**config.mk**
```make
export PLATFORM = sky130hd
export DESIGN_NAME = ps2_keyboard
export DESIGN_NICKNAME = d
export VERILOG_FILES = /design/src/rtl/ps2_keyboard_pkg.sv /design/src/rtl/ps2_keyboard_rx.sv /design/src/rtl/ps2_keyboard.sv
export SDC_FILE = /design/constraint.sdc
export NUM_CORES = 1
export LEC_CHECK = 0
export BUFFER_PORTS_ARGS = -buffer_cell sky130_fd_sc_hd__buf_2
export CAP_MARGIN = 25
export CELL_PAD_IN_SITES_DETAIL_PLACEMENT = 1
export CELL_PAD_IN_SITES_GLOBAL_PLACEMENT = 1
export CORE_UTILIZATION = 40
export CTS_BUF_LIST = sky130_fd_sc_hd__clkbuf_4 sky130_fd_sc_hd__clkbuf_8 sky130_fd_sc_hd__clkbuf_16
export CTS_CLUSTER_DIAMETER = 150
export DETAILED_ROUTE_END_ITERATION = 10
export PLACE_DENSITY = 0.81
export SKIP_LAST_GASP = 1
export SYNTH_ARGS = -nofsm -noshare
export SYNTH_HDL_FRONTEND = slang
export SYNTH_SLANG_ARGS = --single-unit
```
**constraint.sdc**
```tcl
create_clock -name system_clk -period 2.57 [get_ports system_clk]
set_clock_uncertainty 0.15 [all_clocks]
set_input_delay 0 -clock system_clk [delete_from_list [all_inputs] [get_ports system_clk]]
set_output_delay 0 -clock system_clk [all_outputs]
set_load 0.02 [all_outputs]
```
**src/rtl/ps2_keyboard_pkg.sv**
```systemverilog
// Shared constants, byte classification and status-word packing for the
// PS/2 keyboard receiver peripheral.
package ps2_keyboard_pkg;

  localparam logic [7:0]  SC_BREAK   = 8'hF0;
  localparam logic [7:0]  SC_EXT     = 8'hE0;
  localparam int unsigned FRAME_BITS = 11;

  localparam int unsigned POS_SCANCODE = 0;
  localparam int unsigned POS_BRK      = 8;
  localparam int unsigned POS_EXT      = 9;
  localparam int unsigned POS_ERR      = 10;
  localparam int unsigned POS_COUNT    = 16;

  typedef enum logic [1:0] {
    KIND_KEY,
    KIND_BREAK,
    KIND_EXT
  } byte_kind_t;

  function automatic byte_kind_t classify(input logic [7:0] b);
    if (b == SC_BREAK)    return KIND_BREAK;
    else if (b == SC_EXT) return KIND_EXT;
    else                  return KIND_KEY;
  endfunction

  // Frame is {stop, parity, d7..d0, start}; parity is odd over data+parity.
  function automatic logic frame_ok(input logic [FRAME_BITS-1:0] f);
    return !f[0] && f[FRAME_BITS-1] && (^f[FRAME_BITS-2:1]);
  endfunction

  function automatic logic [63:0] pack_status(input logic [7:0]  sc,
                                              input logic        brk,
                                              input logic        ext,
                                              input logic        err,
                                              input logic [15:0] count);
    logic [63:0] w;
    w                     = '0;
    w[POS_SCANCODE +: 8]  = sc;
    w[POS_BRK]            = brk;
    w[POS_EXT]            = ext;
    w[POS_ERR]            = err;
    w[POS_COUNT +: 16]    = count;
    return w;
  endfunction

endpackage

```
**src/rtl/ps2_keyboard_rx.sv**
```systemverilog
// PS/2 device-to-host frame receiver: synchronisers, falling-edge detect,
// 11-bit deserialiser with inactivity timeout and frame validation.
module ps2_keyboard_rx
  import ps2_keyboard_pkg::*;
#(
  parameter int unsigned TIMEOUT_CYCLES = 4096
) (
  input  logic       clk_i,
  input  logic       rst_i,
  input  logic       ps2_clk_i,
  input  logic       ps2_data_i,
  output logic       byte_valid_o,
  output logic [7:0] byte_o,
  output logic       frame_err_o
);

  localparam int unsigned TW        = $clog2(TIMEOUT_CYCLES + 1);
  localparam logic [TW-1:0] TMO_END = TW'(TIMEOUT_CYCLES - 1);
  localparam logic [3:0] LAST_BIT   = 4'(FRAME_BITS - 1);

  logic [1:0]            clk_sync_q, data_sync_q;
  logic                  clk_prev_q;
  logic [3:0]            bit_cnt_q, bit_cnt_d;
  logic [FRAME_BITS-1:0] shift_q, shift_d;
  logic [TW-1:0]         tmo_q, tmo_d;
  logic                  byte_valid_q, byte_valid_d;
  logic                  frame_err_q, frame_err_d;
  logic [7:0]            byte_q, byte_d;
  logic                  fall;
  logic [FRAME_BITS-1:0] frame_w;

  assign fall    = clk_prev_q & ~clk_sync_q[1];
  // Bits enter at the top so that after 11 shifts the start bit sits at [0].
  assign frame_w = {data_sync_q[1], shift_q[FRAME_BITS-1:1]};

  always_comb begin
    bit_cnt_d    = bit_cnt_q;
    shift_d      = shift_q;
    tmo_d        = tmo_q;
    byte_d       = byte_q;
    byte_valid_d = 1'b0;
    frame_err_d  = 1'b0;
    if (fall) begin
      shift_d = frame_w;
      tmo_d   = '0;
      if (bit_cnt_q == LAST_BIT) begin
        bit_cnt_d = '0;
        if (frame_ok(frame_w)) begin
          byte_valid_d = 1'b1;
          byte_d       = frame_w[8:1];
        end else begin
          frame_err_d = 1'b1;
        end
      end else begin
        bit_cnt_d = bit_cnt_q + 4'd1;
      end
    end else if (bit_cnt_q != '0) begin
      if (tmo_q == TMO_END) begin
        bit_cnt_d = '0;
        tmo_d     = '0;
      end else begin
        tmo_d = tmo_q + TW'(1);
      end
    end
  end

  always_ff @(posedge clk_i or posedge rst_i) begin
    if (rst_i) begin
      clk_sync_q   <= '1;
      data_sync_q  <= '1;
      clk_prev_q   <= 1'b1;
      bit_cnt_q    <= '0;
      shift_q      <= '0;
      tmo_q        <= '0;
      byte_valid_q <= 1'b0;
      frame_err_q  <= 1'b0;
      byte_q       <= '0;
    end else begin
      clk_sync_q   <= {clk_sync_q[0], ps2_clk_i};
      data_sync_q  <= {data_sync_q[0], ps2_data_i};
      clk_prev_q   <= clk_sync_q[1];
      bit_cnt_q    <= bit_cnt_d;
      shift_q      <= shift_d;
      tmo_q        <= tmo_d;
      byte_valid_q <= byte_valid_d;
      frame_err_q  <= frame_err_d;
      byte_q       <= byte_d;
    end
  end

  assign byte_valid_o = byte_valid_q;
  assign byte_o       = byte_q;
  assign frame_err_o  = frame_err_q;

endmodule

```
**src/rtl/ps2_keyboard.sv**
```systemverilog
// Memory-mapped PS/2 keyboard peripheral: prefix (E0/F0) decode, 64-bit
// status register and single-address read decode.
module ps2_keyboard
  import ps2_keyboard_pkg::*;
#(
  parameter logic [13:0] KBD_ADDRESS    = 14'h0000,
  parameter int unsigned TIMEOUT_CYCLES = 4096
) (
  input  logic        system_clk,
  input  logic        reset,
  input  logic [13:0] address,
  input  logic        PS2_data,
  input  logic        PS2_clk,
  output logic [63:0] data
);

  logic       byte_valid;
  logic [7:0] rx_byte;
  logic       frame_err;

  logic [7:0]  scancode_q, scancode_d;
  logic        brk_q, brk_d;
  logic        ext_q, ext_d;
  logic        err_q, err_d;
  logic [15:0] count_q, count_d;
  logic        pend_break_q, pend_break_d;
  logic        pend_ext_q, pend_ext_d;

  ps2_keyboard_rx #(
    .TIMEOUT_CYCLES(TIMEOUT_CYCLES)
  ) u_rx (
    .clk_i       (system_clk),
    .rst_i       (reset),
    .ps2_clk_i   (PS2_clk),
    .ps2_data_i  (PS2_data),
    .byte_valid_o(byte_valid),
    .byte_o      (rx_byte),
    .frame_err_o (frame_err)
  );

  always_comb begin
    scancode_d   = scancode_q;
    brk_d        = brk_q;
    ext_d        = ext_q;
    err_d        = err_q | frame_err;
    count_d      = count_q;
    pend_break_d = pend_break_q;
    pend_ext_d   = pend_ext_q;
    if (byte_valid) begin
      unique case (classify(rx_byte))
        KIND_BREAK: pend_break_d = 1'b1;
        KIND_EXT:   pend_ext_d   = 1'b1;
        default: begin
          scancode_d   = rx_byte;
          brk_d        = pend_break_q;
          ext_d        = pend_ext_q;
          count_d      = count_q + 16'd1;
          pend_break_d = 1'b0;
          pend_ext_d   = 1'b0;
        end
      endcase
    end
  end

  always_ff @(posedge system_clk or posedge reset) begin
    if (reset) begin
      scancode_q   <= '0;
      brk_q        <= 1'b0;
      ext_q        <= 1'b0;
      err_q        <= 1'b0;
      count_q      <= '0;
      pend_break_q <= 1'b0;
      pend_ext_q   <= 1'b0;
    end else begin
      scancode_q   <= scancode_d;
      brk_q        <= brk_d;
      ext_q        <= ext_d;
      err_q        <= err_d;
      count_q      <= count_d;
      pend_break_q <= pend_break_d;
      pend_ext_q   <= pend_ext_d;
    end
  end

  always_comb begin
    data = '0;
    if (address == KBD_ADDRESS)
      data = pack_status(scancode_q, brk_q, ext_q, err_q, count_q);
  end

endmodule

```
==> results of run 1 <==
## critical path, delay by kind of cell (launching register included)
family / cells / cell delay (ps)
mux: 1 / 300
flops: 1 / 380
simple gates: 3 / 1060
fa+ha+maj: 1 / 200
## registers in the layout (all words and copies together), names as in the netlist
name and cells:
scancode_q 8, u_rx.shift_q 10, u_rx.byte_valid_o 1, u_rx.bit_cnt_q 4
ext_q 1, count_q 16, u_rx.clk_sync_q 2, u_rx.byte_o 8
u_rx.tmo_q 13, err_q 1, u_rx.clk_prev_q 1, brk_q 1
pend_break_q 1, u_rx.frame_err_o 1, pend_ext_q 1, u_rx.data_sync_q 2
## metrics by stage
stage,power (mW),cells
global route,3.005,539
floorplan,1.824,407
detailed placement,1.926,520
finish,2.851,539
CTS,2.885,539
global placement,1.893,520
## worst max-delay path by stage
stage                                 from                          to  slack, ps  cells past startpoint
2_1_floorplan  u_rx.shift_q[3]$_DFFE_PP0P_  u_rx.byte_o[0]$_DFFE_PP0P_        560                      4
3_3_place_gp   u_rx.shift_q[3]$_DFFE_PP0P_  u_rx.byte_o[1]$_DFFE_PP0P_        460                      4
3_5_place_dp     u_rx.tmo_q[0]$_DFFE_PP0P_   u_rx.tmo_q[0]$_DFFE_PP0P_        390                      5
4_1_cts          u_rx.tmo_q[0]$_DFFE_PP0P_   u_rx.tmo_q[0]$_DFFE_PP0P_        360                      5
5_1_grt          u_rx.tmo_q[0]$_DFFE_PP0P_   u_rx.tmo_q[0]$_DFFE_PP0P_        230                      5
6_report         u_rx.tmo_q[0]$_DFFE_PP0P_   u_rx.tmo_q[0]$_DFFE_PP0P_        380                      5
## cells by family (layout without fill, tap and decap cells)
family | Yosys count | after routing
compound gates | 29 | 29
xor+xnor | 24 | 24
fa+ha+maj | 5 | 5
buf+inv | 57 | 81
flops | 71 | 71
mux | 11 | 11
other cells | 1 | 37
simple gates | 173 | 173
## cell type report
cell class	instances	area (um2)
clock buffer	11	145.1
clock inverter	5	65.06
fill	1037	4639
inverter	11	41.29
multi-input combinational	279	1682
sequential	71	1783
tap	108	135.1
timing repair buffer	54	315.3
## power by group
group	total [mW]	internal, mW	switching [mW]
clock	0.943	0.496	0.447
combinational	0.543	0.257	0.286
sequential	1.36	1.23	0.130
## placed cells by master (no fill, tap or decap), drive strengths merged, types with 4 or more instances in the layout
cell    instances
o21ai           5
conb           37
nand4           4
ha              5
buf            51
nor3            8
clkbuf         11
nand3           5
a22o            6
xor2            8
a21oi           4
mux2            9
nand2          76
xnor2          14
inv            13
nor4           11
and2           29
dfrtp          66
nor2           17
dfstp           5
## metal layers
layer	global-route usage, %	vias to the layer above	share of wire, %
li1	-	1276	-
met1	20.89	1288	45
met2	27.74	68	49
met3	3.364	9	4.4
met4	7.110	0	1.2
met5	0	-	0
==> results.yml, run 1 <==
run_status:
  status: "complete, but fails checks"
  violations: "DRC"
drt:
  viasPerCell: 4.900
  drc: 10
  drt-initial-drc-count: 97
  ant_nets: 0
  num_vias: 2641
  firstDrtPassIters: 9
  wl_per_cell_um: 14.01
  routed_wl_um: 7551
logic_synthesis:
  ys_seq_area_share_pct: 48.40
  synth-simple-area-share_pct: 24.22
  ys_types: 50
  synth_top_family_by_area: "simple AND/OR/NAND/NOR gates"
  syn_inst: 371
  synth_edf_count: 0
  synth.mux.area_fraction_pct: 3.635
  ys_top_cells_by_count: "nand2_1, dfrtp_1, buf_4, and2_1, nor2_1"
  syn_area_um2: 3684
  yosys.area_share.adder_pct: 1.698
  synth_compound_area_share_pct: 5.842
  synth-seq-cells: 71
  synth_xor_xnor_area_share_pct: 6.488
  synth_top_area_share_pct: 44.84
  ys.flop_type: "dfrtp_1"
  yosysTopAreaCell: "dfrtp_1"
  synth.avg_cell_area_um2: 9.929
  yosys-top-cells-area: "dfrtp_1, nand2_1, buf_4"
  yosysMostFrequentCell: "nand2_1"
  synth_warnings: 0
  async_flop_share_pct: 100.0
die:
  die_w_um: 97.96
  die_area_um2: 9596
  core_um2: 8806
  start_util_pct: 41.83
  dieHeight_um: 97.96
  ios: 82
  num_rows: 34
sta:
  rsz0062_at_grt: "no"
  fin_crit_sh_pct: 85.29
  layout_min_cycle_time_ps: 2192
  setup_viol: 0
  finalHoldViolCount: 0
  holdWs_ps: 121.6
  max_clock_freq_mhz: 456.2
  relSlewSlack_pct: 57.94
  drv_slew: 0
  tightest_slew_ps: 630.1
  finalWorstSetupSlack_ps: 378.0
  setup-tns-final_ps: 0
clock_network:
  cts_buffers: 9
  ctsHoldBuffers: 3
  htree_levels: 3
  cts-root-buf: "clkbuf_8"
  cts_resized: 0
  clk_pin_slew_ps: 90
  clock_latency_ps: 350
  clk_path_buf_depth: 2
  cts_setup_buffers: 0
  tritoncts: "done"
  clock_sinks: 71
placement:
  routabilityCongestion: 0.8179
  place_area_um2: 3926
  io_buffer_count: 44
  place_ws_ps: 392.6
  hpwl_um: 5446
hold_path:
  min_path_type: "input pin to asynchronous set/reset pin"
power_and_ir_drop:
  power_density_nw_per_um2: 684.3
  power_leakage_nw: 2.144
  ir_drop_uv: 480.4
cells_and_area:
  final_util_pct: 47.31
  layout-drive-gt1-share_pct: 21.35
  final_area_um2: 4167
  num-nets-final: 449
  diodes: 0
  area_growth_pct: 13.11
setup_path:
  rr_startpoint: "u_rx.tmo_q[0]$_DFFE_PP0P_"
  regToRegEndpoint: "u_rx.tmo_q[0]$_DFFE_PP0P_"
  r2r_cells: 5
  cp_cell_sequence: "ha_1, nand3_1, nor4_4, nor2_1, mux2_2"
  worstPathMaxFanout: 9
  cp-end-kind: "flip-flop"
  critPathRequiredTime_ps: 2650
  crit_path_start_kind: "flip-flop"
  worstPathArrival_ps: 2270
  worstSetupPathType: "flip-flop to flip-flop"
  critPathSlowestCell: "nor4_4"
  cpPeakStageDelay_ps: 570
  reg2reg_slack_ps: 380
global_route:
  grt_pass1_vias: 2702
  track_usage_pct: 16.60
  grt_pass1_wl_um: 12780
  grt_max_degree: 45
  gr-total-overflow: 0
  antenna_found_initial: 0
run:
  maxCapViolCount: 0
No activity file was read; power rests on OpenSTA's default activity.
==> inputs of run 2 (changes only) <==
--- a/config.mk
+++ b/config.mk
@@ -9,6 +9,7 @@
 export CAP_MARGIN = 25
 export CELL_PAD_IN_SITES_DETAIL_PLACEMENT = 1
 export CELL_PAD_IN_SITES_GLOBAL_PLACEMENT = 1
+export CORE_MARGIN = 5
 export CORE_UTILIZATION = 40
 export CTS_BUF_LIST = sky130_fd_sc_hd__clkbuf_4 sky130_fd_sc_hd__clkbuf_8 sky130_fd_sc_hd__clkbuf_16
 export CTS_CLUSTER_DIAMETER = 150
==> run 2 against run 1 <==
Effect of this change:
- the run now ends clean
- fmax grew 2.1%
- final cell count grew 0.19%
- die area grew 17%
- critical path depth is the same
- flip-flop and latch count unchanged
- global-route usage is 1.7 points lower
- register-to-register slack better by 50 ps
- final area down 0.42%
- worst hold slack worse by 3.0 ps
- wire length rose by 3.9%
- core utilization shrank 1.8 points
- clock power fell by 5.0%
- critical path type unchanged
==> results.yml, run 2 (synthesis gave the netlist of run 1 again) <==
clock_network:
  clk_pin_slew_ps: 70
  clock_sinks: 71
  cts_resized: 0
  clock_latency_ps: 350
  tritoncts: "done"
  cts-root-buf: "clkbuf_8"
  cts_buffers: 9
  ctsHoldBuffers: 3
  cts_setup_buffers: 0
  clk_path_buf_depth: 2
  htree_levels: 3
cells_and_area:
  area_growth_pct: 12.64
  layout_commonest_cell: "nand2_1"
  final_cell_mix: "nand2_1, dfrtp_1, buf_2"
  largest_reg_flops: 16
  final_util_pct: 45.55
  num-nets-final: 448
  multiInputGateArea_um2: 1682
  fin_cells: 540
  layout-drive-gt1-share_pct: 20.98
  seqCellArea_um2: 1783
  top_regs: "count_q x16, u_rx.tmo_q x13, u_rx.shift_q x10"
  diodes: 0
  top_register: "count_q"
  fill_cells: 1061
sta:
  fin_crit_sh_pct: 83.53
  setup_viol: 0
  finalHoldViolCount: 0
  layout_min_cycle_time_ps: 2147
  relSlewSlack_pct: 59.76
  setup-tns-final_ps: 0
  tightest_slew_ps: 602.8
  max_clock_freq_mhz: 465.8
  rsz0062_at_grt: "no"
  holdWs_ps: 118.6
  drv_slew: 0
placement:
  hpwl_um: 5881
  dp.cells: 522
  routabilityCongestion: 0.8584
  io_buffer_count: 44
global_route:
  track_usage_pct: 14.85
  grt_max_degree: 46
  antenna_found_initial: 0
  grt_pass1_wl_um: 13400
  gr-total-overflow: 0
  grt_pass1_vias: 2796
setup_path:
  cp-end-kind: "flip-flop"
  cpPeakStageDelay_ps: 550
  crit_path_start_kind: "flip-flop"
  worstSetupPathType: "flip-flop to flip-flop"
  rr_startpoint: "u_rx.tmo_q[0]$_DFFE_PP0P_"
  r2r_cells: 5
  critPathSlowestCell: "nor4_4"
  worstPathArrival_ps: 2230
  regToRegEndpoint: "u_rx.tmo_q[0]$_DFFE_PP0P_"
  cp_cell_sequence: "ha_1, nand3_1, nor4_4, nor2_1, mux2_2"
  worstPathMaxFanout: 9
  reg2reg_slack_ps: 420
  critPathRequiredTime_ps: 2650
die:
  dieHeight_um: 106.0
  core_um2: 9109
  ios: 82
  die_w_um: 106.0
  num_rows: 35
  start_util_pct: 40.44
  die_area_um2: 11230
drt:
  wl_per_cell_um: 14.54
  drt-initial-drc-count: 52
  drc: 0
  ant_nets: 0
  viasPerCell: 4.896
  num_vias: 2644
  firstDrtPassIters: 4
  routed_wl_um: 7849
power_and_ir_drop:
  finalPower_mw: 2.804
  power_leakage_nw: 2.125
  power_density_nw_per_um2: 675.9
  ir_drop_uv: 439.7
run:
  maxCapViolCount: 0
run_status:
  status: "finished, final reports clean"
hold_path:
  min_path_type: "input pin to asynchronous set/reset pin"
## run 2: per-layer routing
| metal | vias to the layer above | track usage [%] | routed length (um) |
|---|---|---|---|
| met2 | 58 | 25.46 | 3989 |
| met3 | 7 | 5.343 | 469 |
| met5 | - | 0 | 0 |
| li1 | 1279 | - | - |
| met4 | 0 | 4.440 | 78 |
| met1 | 1300 | 17.48 | 3310 |
## run 2: layout make-up
| class | count | share of cell area, % |
|---|---|---|
| clock buffers | 10 | 3.317 |
| well taps | 111 | 3.347 |
| flip-flops and latches | 71 | 42.97 |
| clock inverters | 5 | 1.417 |
| inverters | 11 | 0.9952 |
| repair buffers | 53 | 7.419 |
| multi-input cells | 279 | 40.53 |
## run 2: worst max path at each step
stage                           startpoint                    endpoint  slack, ps  cells after the start
6_report         u_rx.tmo_q[0]$_DFFE_PP0P_   u_rx.tmo_q[0]$_DFFE_PP0P_        420                      5
3_3_place_gp   u_rx.shift_q[3]$_DFFE_PP0P_  u_rx.byte_o[3]$_DFFE_PP0P_        490                      4
4_1_cts          u_rx.tmo_q[0]$_DFFE_PP0P_   u_rx.tmo_q[0]$_DFFE_PP0P_        410                      5
3_5_place_dp     u_rx.tmo_q[0]$_DFFE_PP0P_   u_rx.tmo_q[0]$_DFFE_PP0P_        420                      5
5_1_grt          u_rx.tmo_q[0]$_DFFE_PP0P_   u_rx.tmo_q[0]$_DFFE_PP0P_        250                      5
2_1_floorplan  u_rx.shift_q[3]$_DFFE_PP0P_  u_rx.byte_o[0]$_DFFE_PP0P_        560                      4
## run 2: power by group
group | internal (mW) | switching [mW]
combinational | 0.257 | 0.288
clock | 0.469 | 0.427
sequential | 1.23 | 0.128
## run 2: per-stage QoR
stage	worst slack [ps]	cell area (um2)
after floorplan	561.1	3819
after global placement	486.7	3923
after detailed placement	417.9	3923
after CTS	410.5	4149
after global routing	246.3	4149
final	423.3	4149
## run 2: worst max-delay path, delay by kind of cell (launching register included)
kind | cells | cell delay (ps)
muxes | 1 | 290
and+or+nand+nor | 3 | 1010
DFF | 1 | 380
adders and majority gates | 1 | 200
==> inputs of run 3 (changes only) <==
==> constraint.sdc (replaced) <==
create_clock -name system_clk -period 2.17 [get_ports system_clk]
set_clock_uncertainty 0.15 [all_clocks]
set_input_delay 0 -clock system_clk [delete_from_list [all_inputs] [get_ports system_clk]]
set_output_delay 0 -clock system_clk [all_outputs]
set_load 0.02 [all_outputs]
==> run 3 against run 2 <==
Effect of this change:
- final cell count increased by 1.7%
- worst setup slack got worse by 330 ps
- global-route usage increased by 0.27 points
- clock power increased by 23%
- sequential power increased by 18%
- via count increased by 1.5%
- wire length increased by 3.6%
- sequential share of layout area decreased by 0.93 points
- non-clock buffer count increased by 8
- fmax increased by 3.4%
- worst hold slack improved by 19 ps
- first-iteration DRC count increased by 37%
==> results.yml, run 3 (synthesis gave the netlist of run 1 again) <==
clock_network:
  clock_sinks: 71
  clk_pin_slew_ps: 90
  cts-root-buf: "clkbuf_8"
  htree_levels: 3
  clock_latency_ps: 350
  clk_path_buf_depth: 2
  cts_buffers: 9
  tritoncts: "done"
die:
  die_w_um: 106.0
  start_util_pct: 40.44
  core_um2: 9109
  die_area_um2: 11230
  dieHeight_um: 106.0
  num_rows: 35
  ios: 82
drt:
  drc: 0
  num_vias: 2683
  firstDrtPassIters: 4
  wl_per_cell_um: 14.81
  drt-initial-drc-count: 71
  viasPerCell: 4.887
  routed_wl_um: 8133
  ant_nets: 0
placement:
  place_ws_ps: -30.60
  hpwl_um: 6038
  io_buffer_count: 44
  routabilityCongestion: 0.8264
  place_area_um2: 3975
setup_path:
  cp-end-kind: "flip-flop"
  critPathRequiredTime_ps: 2250
  regToRegEndpoint: "u_rx.byte_o[2]$_DFFE_PP0P_"
  worstPathArrival_ps: 2150
  worstSetupPathType: "flip-flop to flip-flop"
  worstPathMaxFanout: 9
  rr_startpoint: "u_rx.shift_q[3]$_DFFE_PP0P_"
  crit_path_start_kind: "flip-flop"
  worstSetupStartpoint: "u_rx.shift_q[3]$_DFFE_PP0P_"
  reg2reg_slack_ps: 90
  r2r_cells: 5
cells_and_area:
  num-nets-final: 456
  largest_reg_flops: 16
  diodes: 0
  top_register: "count_q"
  final_cell_mix: "nand2_1, dfrtp_1, buf_2"
  layout_commonest_cell: "nand2_1"
  layout-drive-gt1-share_pct: 23.06
  area_growth_pct: 15.12
  top_regs: "count_q x16, u_rx.tmo_q x13, u_rx.shift_q x10"
  final_area_um2: 4240
power_and_ir_drop:
  ir_drop_uv: 378.4
  power_density_nw_per_um2: 797.6
  power_leakage_nw: 2.169
global_route:
  antenna_found_initial: 0
  track_usage_pct: 15.12
  grt_pass1_wl_um: 13760
  gr-total-overflow: 0
  grt_max_degree: 33
  grt_pass1_vias: 2783
sta:
  fin_crit_sh_pct: 95.71
  relSlewSlack_pct: 55.99
  rsz0062_at_grt: "no"
  finalHoldViolCount: 0
  setup_viol: 0
  tightest_slew_ps: 659.2
  finalWorstSetupSlack_ps: 93.08
  layout_min_cycle_time_ps: 2077
  max_clock_freq_mhz: 481.5
  drv_slew: 0
run_status:
  status: "finished, final reports clean"
run:
  maxCapViolCount: 0
hold_path:
  min_path_type: "input pin to asynchronous set/reset pin"
==> run 3: where the power goes <==
group          total, mW  internal, mW  switching (mW)
clock               1.10         0.566           0.534
sequential          1.61          1.46           0.152
combinational      0.668         0.318           0.350
==> run 3: final cells by class <==
class | count | area [um2]
Timing Repair Buffer | 61 | 380.4
Tap cell | 111 | 138.9
Clock inverter | 6 | 70.07
Clock buffer | 10 | 137.6
Sequential cell | 71 | 1783
Fill cell | 1057 | 4868
Inverter | 11 | 41.29
Multi-Input combinational cell | 279 | 1689
==> run 3: worst max-delay path by stage <==
stage / end / slack, ps / cells after the start
after floorplan: u_rx.byte_o[0]$_DFFE_PP0P_ / 160 / 4
after global placement: u_rx.byte_o[1]$_DFFE_PP0P_ / 60 / 4
after detailed placement: u_rx.byte_o[4]$_DFFE_PP0P_ / -30 / 4
after CTS: u_rx.byte_o[2]$_DFFE_PP0P_ / 40 / 5
after global routing: u_rx.byte_o[5]$_DFFE_PP0P_ / 30 / 5
final: u_rx.byte_o[2]$_DFFE_PP0P_ / 90 / 5
==> run 3: repair_timing <==
action | in CTS | in global routing
pin swaps | 0 | 1
buffers inserted | 1 | 0
resized for setup | 0 | 2
hold endpoints to repair | 29 | 0
hold buffers | 3 | 0
endpoints found under the setup margin | 8 | 14
==> run 3: stage by stage <==
| stage | total power, mW | std cells | TNS [ps] | util, % | hold slack [ps] |
|---|---|---|---|---|---|
| final | 3.382 | 549 | 0 | 46.55 | 137.8 |
| after global placement | 2.249 | 529 | 0 | 43.64 | -45.00 |
| after floorplan | 2.160 | 407 | 0 | - | -145.5 |
| after detailed placement | 2.291 | 529 | -149.7 | 43.64 | -43.35 |
| after global routing | 3.566 | 549 | 0 | 46.55 | 168.0 |
| after CTS | 3.406 | 549 | 0 | 46.47 | 127.1 |
==> run 3: critical path, cell delays in order (launching register included) <==
cell	delay, ps
dfrtp_1	440
xor2_1	190
xnor3_2	450
mux2i_4	260
buf_12	150
mux2_2	330
==> run 3: per-layer routing <==
| layer | part of all wire, % | track usage, % | vias up |
|---|---|---|---|
| met4 | 1.6 | 6.846 | 0 |
| li1 | - | - | 1296 |
| met3 | 5.0 | 3.097 | 9 |
| met2 | 51 | 26.28 | 61 |
| met5 | 0 | 0 | - |
| met1 | 42 | 18.02 | 1317 |
